==> config.mk <==
export PLATFORM = sky130hd
export DESIGN_NAME = usb_uart_tx_arbiter
export DESIGN_NICKNAME = d
export VERILOG_FILES = /design/src/rtl/usb_uart_tx_arbiter.sv
export SDC_FILE = /design/constraint.sdc
export NUM_CORES = 1
export LEC_CHECK = 0
export BUFFER_PORTS_ARGS = -buffer_cell sky130_fd_sc_hd__buf_2
export CORE_AREA = 3 3 66 68
export CTS_CLUSTER_SIZE = 25
export DETAILED_ROUTE_END_ITERATION = 16
export DIE_AREA = 0 0 69 71
export MAX_ROUTING_LAYER = met4
export PLACE_DENSITY = 0.75
export SYNTH_ARGS = -nofsm -noshare
export SYNTH_HDL_FRONTEND = slang
export SYNTH_SLANG_ARGS = --single-unit
==> constraint.sdc <==
create_clock -name clk_48mhz -period 3 [get_ports clk_48mhz]
set_input_delay 0.3 -clock clk_48mhz [delete_from_list [all_inputs] [get_ports clk_48mhz]]
set_output_delay 0.3 -clock clk_48mhz [all_outputs]
set_load 0.05 [all_outputs]
==> src/rtl/usb_uart_tx_arbiter.sv <==
// Round-robin, message-aware arbiter sharing the usb_uart byte input between two sources.
// Grants are held until EOL, a byte limit, or an idle timeout; output stage is registered.
//
// state    | meaning
// ST_IDLE  | no owner; arbitrate between a_valid and b_valid
// ST_OWN_A | requester A owns the pipeline until release
// ST_OWN_B | requester B owns the pipeline until release
module usb_uart_tx_arbiter #(
  parameter int         BURST_MAX    = 16,
  parameter logic [7:0] EOL_BYTE     = 8'h0A,
  parameter int         IDLE_TIMEOUT = 64
) (
  input  logic       clk_48mhz,
  input  logic       reset_n,
  input  logic [7:0] a_data,
  input  logic       a_valid,
  output logic       a_ready,
  input  logic [7:0] b_data,
  input  logic       b_valid,
  output logic       b_ready,
  output logic [7:0] out_data,
  output logic       out_valid,
  input  logic       out_ready,
  output logic [1:0] grant,
  output logic       busy
);

  typedef enum logic [1:0] {ST_IDLE, ST_OWN_A, ST_OWN_B} state_t;

  localparam logic [7:0]  BURST_LAST = 8'(BURST_MAX - 1);
  localparam logic [15:0] IDLE_LAST  = 16'(IDLE_TIMEOUT - 1);

  state_t      state, state_nxt;
  logic        last_served_b;
  logic [7:0]  burst_cnt;
  logic [15:0] idle_tmr;
  logic        own_valid;
  logic [7:0]  own_data;
  logic        stage_free;
  logic        accept;
  logic        release_msg;
  logic        timeout;
  logic        out_valid_nxt;

  always_comb begin
    own_valid = 1'b0;
    own_data  = 8'h00;
    case (state)
      ST_OWN_A: begin
        own_valid = a_valid;
        own_data  = a_data;
      end
      ST_OWN_B: begin
        own_valid = b_valid;
        own_data  = b_data;
      end
      default: ;
    endcase
  end

  assign stage_free  = !out_valid || out_ready;
  assign a_ready     = (state == ST_OWN_A) && stage_free;
  assign b_ready     = (state == ST_OWN_B) && stage_free;
  assign accept      = own_valid && stage_free;
  assign release_msg = accept && ((own_data == EOL_BYTE) || (burst_cnt == BURST_LAST));
  // idle_tmr counts down from IDLE_TIMEOUT-1 while the owner is silent
  assign timeout     = (state != ST_IDLE) && !own_valid && (idle_tmr == 16'd0);
  assign out_valid_nxt = accept || (out_valid && !out_ready);

  always_comb begin
    state_nxt = state;
    case (state)
      ST_IDLE: begin
        if (a_valid && (!b_valid || last_served_b)) state_nxt = ST_OWN_A;
        else if (b_valid)                           state_nxt = ST_OWN_B;
      end
      default: begin
        if (release_msg || timeout) state_nxt = ST_IDLE;
      end
    endcase
  end

  always_ff @(posedge clk_48mhz or negedge reset_n) begin
    if (!reset_n) begin
      state         <= ST_IDLE;
      last_served_b <= 1'b1;
      burst_cnt     <= 8'd0;
      idle_tmr      <= 16'd0;
      out_valid     <= 1'b0;
      out_data      <= 8'h00;
      grant         <= 2'b00;
      busy          <= 1'b0;
    end else begin
      state     <= state_nxt;
      out_valid <= out_valid_nxt;
      grant     <= {state_nxt == ST_OWN_B, state_nxt == ST_OWN_A};
      busy      <= (state_nxt != ST_IDLE) || out_valid_nxt;
      if (accept) out_data <= own_data;
      if (state == ST_IDLE) begin
        burst_cnt <= 8'd0;
        idle_tmr  <= IDLE_LAST;
        if (state_nxt != ST_IDLE) last_served_b <= (state_nxt == ST_OWN_B);
      end else begin
        if (accept) burst_cnt <= burst_cnt + 8'd1;
        if (own_valid)              idle_tmr <= IDLE_LAST;
        else if (idle_tmr != 16'd0) idle_tmr <= idle_tmr - 16'd1;
      end
    end
  end

endmodule

==> metrics.cfg <==
[synthesis]
synth_top_cell_area_share=0.453
synthTopCellsByArea=dfrtp_1, xor2_1, nor2_1
synth_edf_count=0
syn_area_sq_um=2100
ys_types=43
ys.flop_type=dfrtp_1
yosys_register_bits=39
async_reset_ff_frac=1.00
synth_cells=217
yosysWarnings=0
syn-num-nets=244
yosys.area.top_type=dfrtp_1
ys_seq_area_frac=0.465
syn_avg_cell_area_sq_um=9.68

[cts]
hold_buffers=0
cts.path.max_buffers=2
htree_num_levels=2
cts_tree=done
cts.repair.resized=0
cts.sinks=39
cts_buffers=5
clockRootBuffer=clkbuf_8
cts_setup_buffers=0
clkTransAtPathRegs_ns=0.07
clkLatencyLatePin_ns=0.29

[cells_and_area]
final_nets=279
diodes=0
drive_gt1_frac=0.202
stdcell_area_sq_um=2380
area_growth_pct=13.4
final_core_util=0.609
finalNonFillerCells=303

[timing]
clock_skew_ns=0.00605
hold_violations=0
slew_headroom=0.438
tightest_slew_ns=0.843
period_minus_slack_ns=2.53
setup_viol_count_final=0
timing.final.crit_share=0.843
rsz0062_at_grt=false
clock.fmax_mhz=395
maxSlewViolCount=0
tns_ns=0

[power_and_ir_drop]
peakVddDrop_mv=0.421
cellPowerDensity_nw_per_um2=857
total_leakage_power_nw=1.11

[detailed_routing]
drc_errors=0
dr.first_iter.drc_count=108
ant_nets=0
routed_wl_mm=4.17
wl_per_cell_um=13.8
drt_first_pass_iters=4
via_count=1674
vias_per_cell=5.52

[placement]
hpwl_mm=2.99
dpl.cell_count=295
io_buffers=34
postPlaceCellArea_sq_um=2300
gp_congestion=0.818

[floorplanning]
start_util=0.537
die_width_um=69
placementRows=23
coreArea_sq_um=3910
die_area_sq_um=4900
die_y_um=71
io_pins=35

[flow_run]
cap_viol_max_count=0

[setup_path]
worstPathArrival_ns=2.70
cpPeakStageDelay_ns=0.66
worstPathRequired_ns=3.17
startpoint=state[1]
crit_path_end_kind=flip-flop
crit_type=flip-flop to flip-flop
slowest_stage=nor4_1
worstPathCellList=inv_1 -> ha_1 -> nor4bb_1 -> a211oi_1 -> nor4_1 -> o41ai_2 -> nor2b_1
path_max_fanout=15
startpoint_type=flip-flop
regToRegStartpoint=state[1]

[global_routing]
first_global_vias=1618
grt_pass1_wl_mm=7.49
antenna_found_initial=0
grt_max_degree=40
grt_remaining_overflow=0
grt_util_all_layers=0.194

[run_status]
status=finished clean

[worst_hold_path]
hp-class=input pin to async pin

## cells in the mapped netlist, types with 2 or more instances
cell and count:
and3_1 3, clkbuf_1 4, dfrtp_1 38, nand4_1 9
nor2_1 35, a22o_1 3, nor3_1 3, a22oi_1 6
nand3_1 5, ha_1 6, and2_1 3, xor2_1 17
inv_1 6, or4_1 2, nand2b_1 4, o41ai_1 2
buf_2 2, o21ai_1 3, or4_4 2, nor4_1 3
a21oi_1 3, buf_6 2, o21ai_0 8, o41ai_2 2
nand4b_1 4, and4bb_1 2, nand2_1 21, nor2b_1 3
xnor2_1 2
## critical path: cells and delay by family, from the launching register on
kind            cells  cell delay (ns)
compound gates      2             0.29
fa+ha+maj           1             0.43
buf+inv             1             0.12
flops               1             0.41
simple gates        3             1.17
## layout make-up
class	count	area, sq um
Clock buffer	7	76.3
Clock inverter	1	5.00
Fill cell	365	1530
Inverter	6	22.5
Multi-Input combinational cell	164	1050
Sequential cell	39	977
Tap cell	50	62.6
Timing Repair Buffer	36	185
## worst paths after layout
kind                                to  cells past startpoint  slack [ns]
hold reg to reg            out_data[6]                      2        0.48
setup / recovery              grant[0]                      7        0.47
hold / removal             out_data[0]                      1        0.11
setup reg to reg              grant[0]                      7        0.47
max in group asynchronous     state[0]                      1        2.36
min in group clk_48mhz     out_data[0]                      3        0.33
## sequential cells by signal, indices dropped and copies added, names as in the netlist
name / flops
busy: 1
grant: 2
idle_tmr: 16
out_data: 8
burst_cnt: 8
last_served_b: 1
out_valid: 1
state: 2
## routing by layer
layer / wire length [um] / vias to the layer above / global-route usage / share of wire
met5: 0 / - / - / 0
met4: 30 / 0 / 0.0586 / 0.0072
met3: 247 / 4 / 0.0597 / 0.059
met2: 1940 / 46 / 0.290 / 0.47
met1: 1950 / 790 / 0.254 / 0.47
li1: - / 834 / - / -
## report_power, final
part           switching, mW  internal, mW  leakage (nW)
Sequential            0.0753         0.645         0.495
Clock                  0.176         0.163        0.0422
Combinational          0.676         0.305         0.574
Total                  0.928          1.11          1.11
## kinds of logic after synthesis
group	synth area share
compound gates	0.117
xor+xnor	0.0792
fa+ha+maj	0.0357
buf+inv	0.0333
flops	0.465
simple gates	0.269
## cell usage in the layout (no fill, tap or decap), types with 4 or more instances in the layout
master    synthesis  routed
buf_2             2      34
dfrtp_1          38      38
o21ai_0           8       8
nand4_1           9       9
xor2_1           17      17
nand4b_1          4       4
nand2_1          21      21
a22oi_1           6       6
nand2b_1          4       4
ha_1              6       6
nand3_1           5       5
inv_1             6       6
clkbuf_8          0       5
nor2_1           35      35
## stage by stage
step                setup slack, ns  hold slack [ns]  power [mW]
detailed placement            0.458            0.466        1.72
CTS                           0.439            0.155        2.06
global placement              0.608            0.459        1.71
global route                  0.243            0.184        2.20
floorplan                     0.900          0.00441        1.51
finish                        0.470            0.114        2.04
No activity file was read; power rests on OpenSTA's default activity.
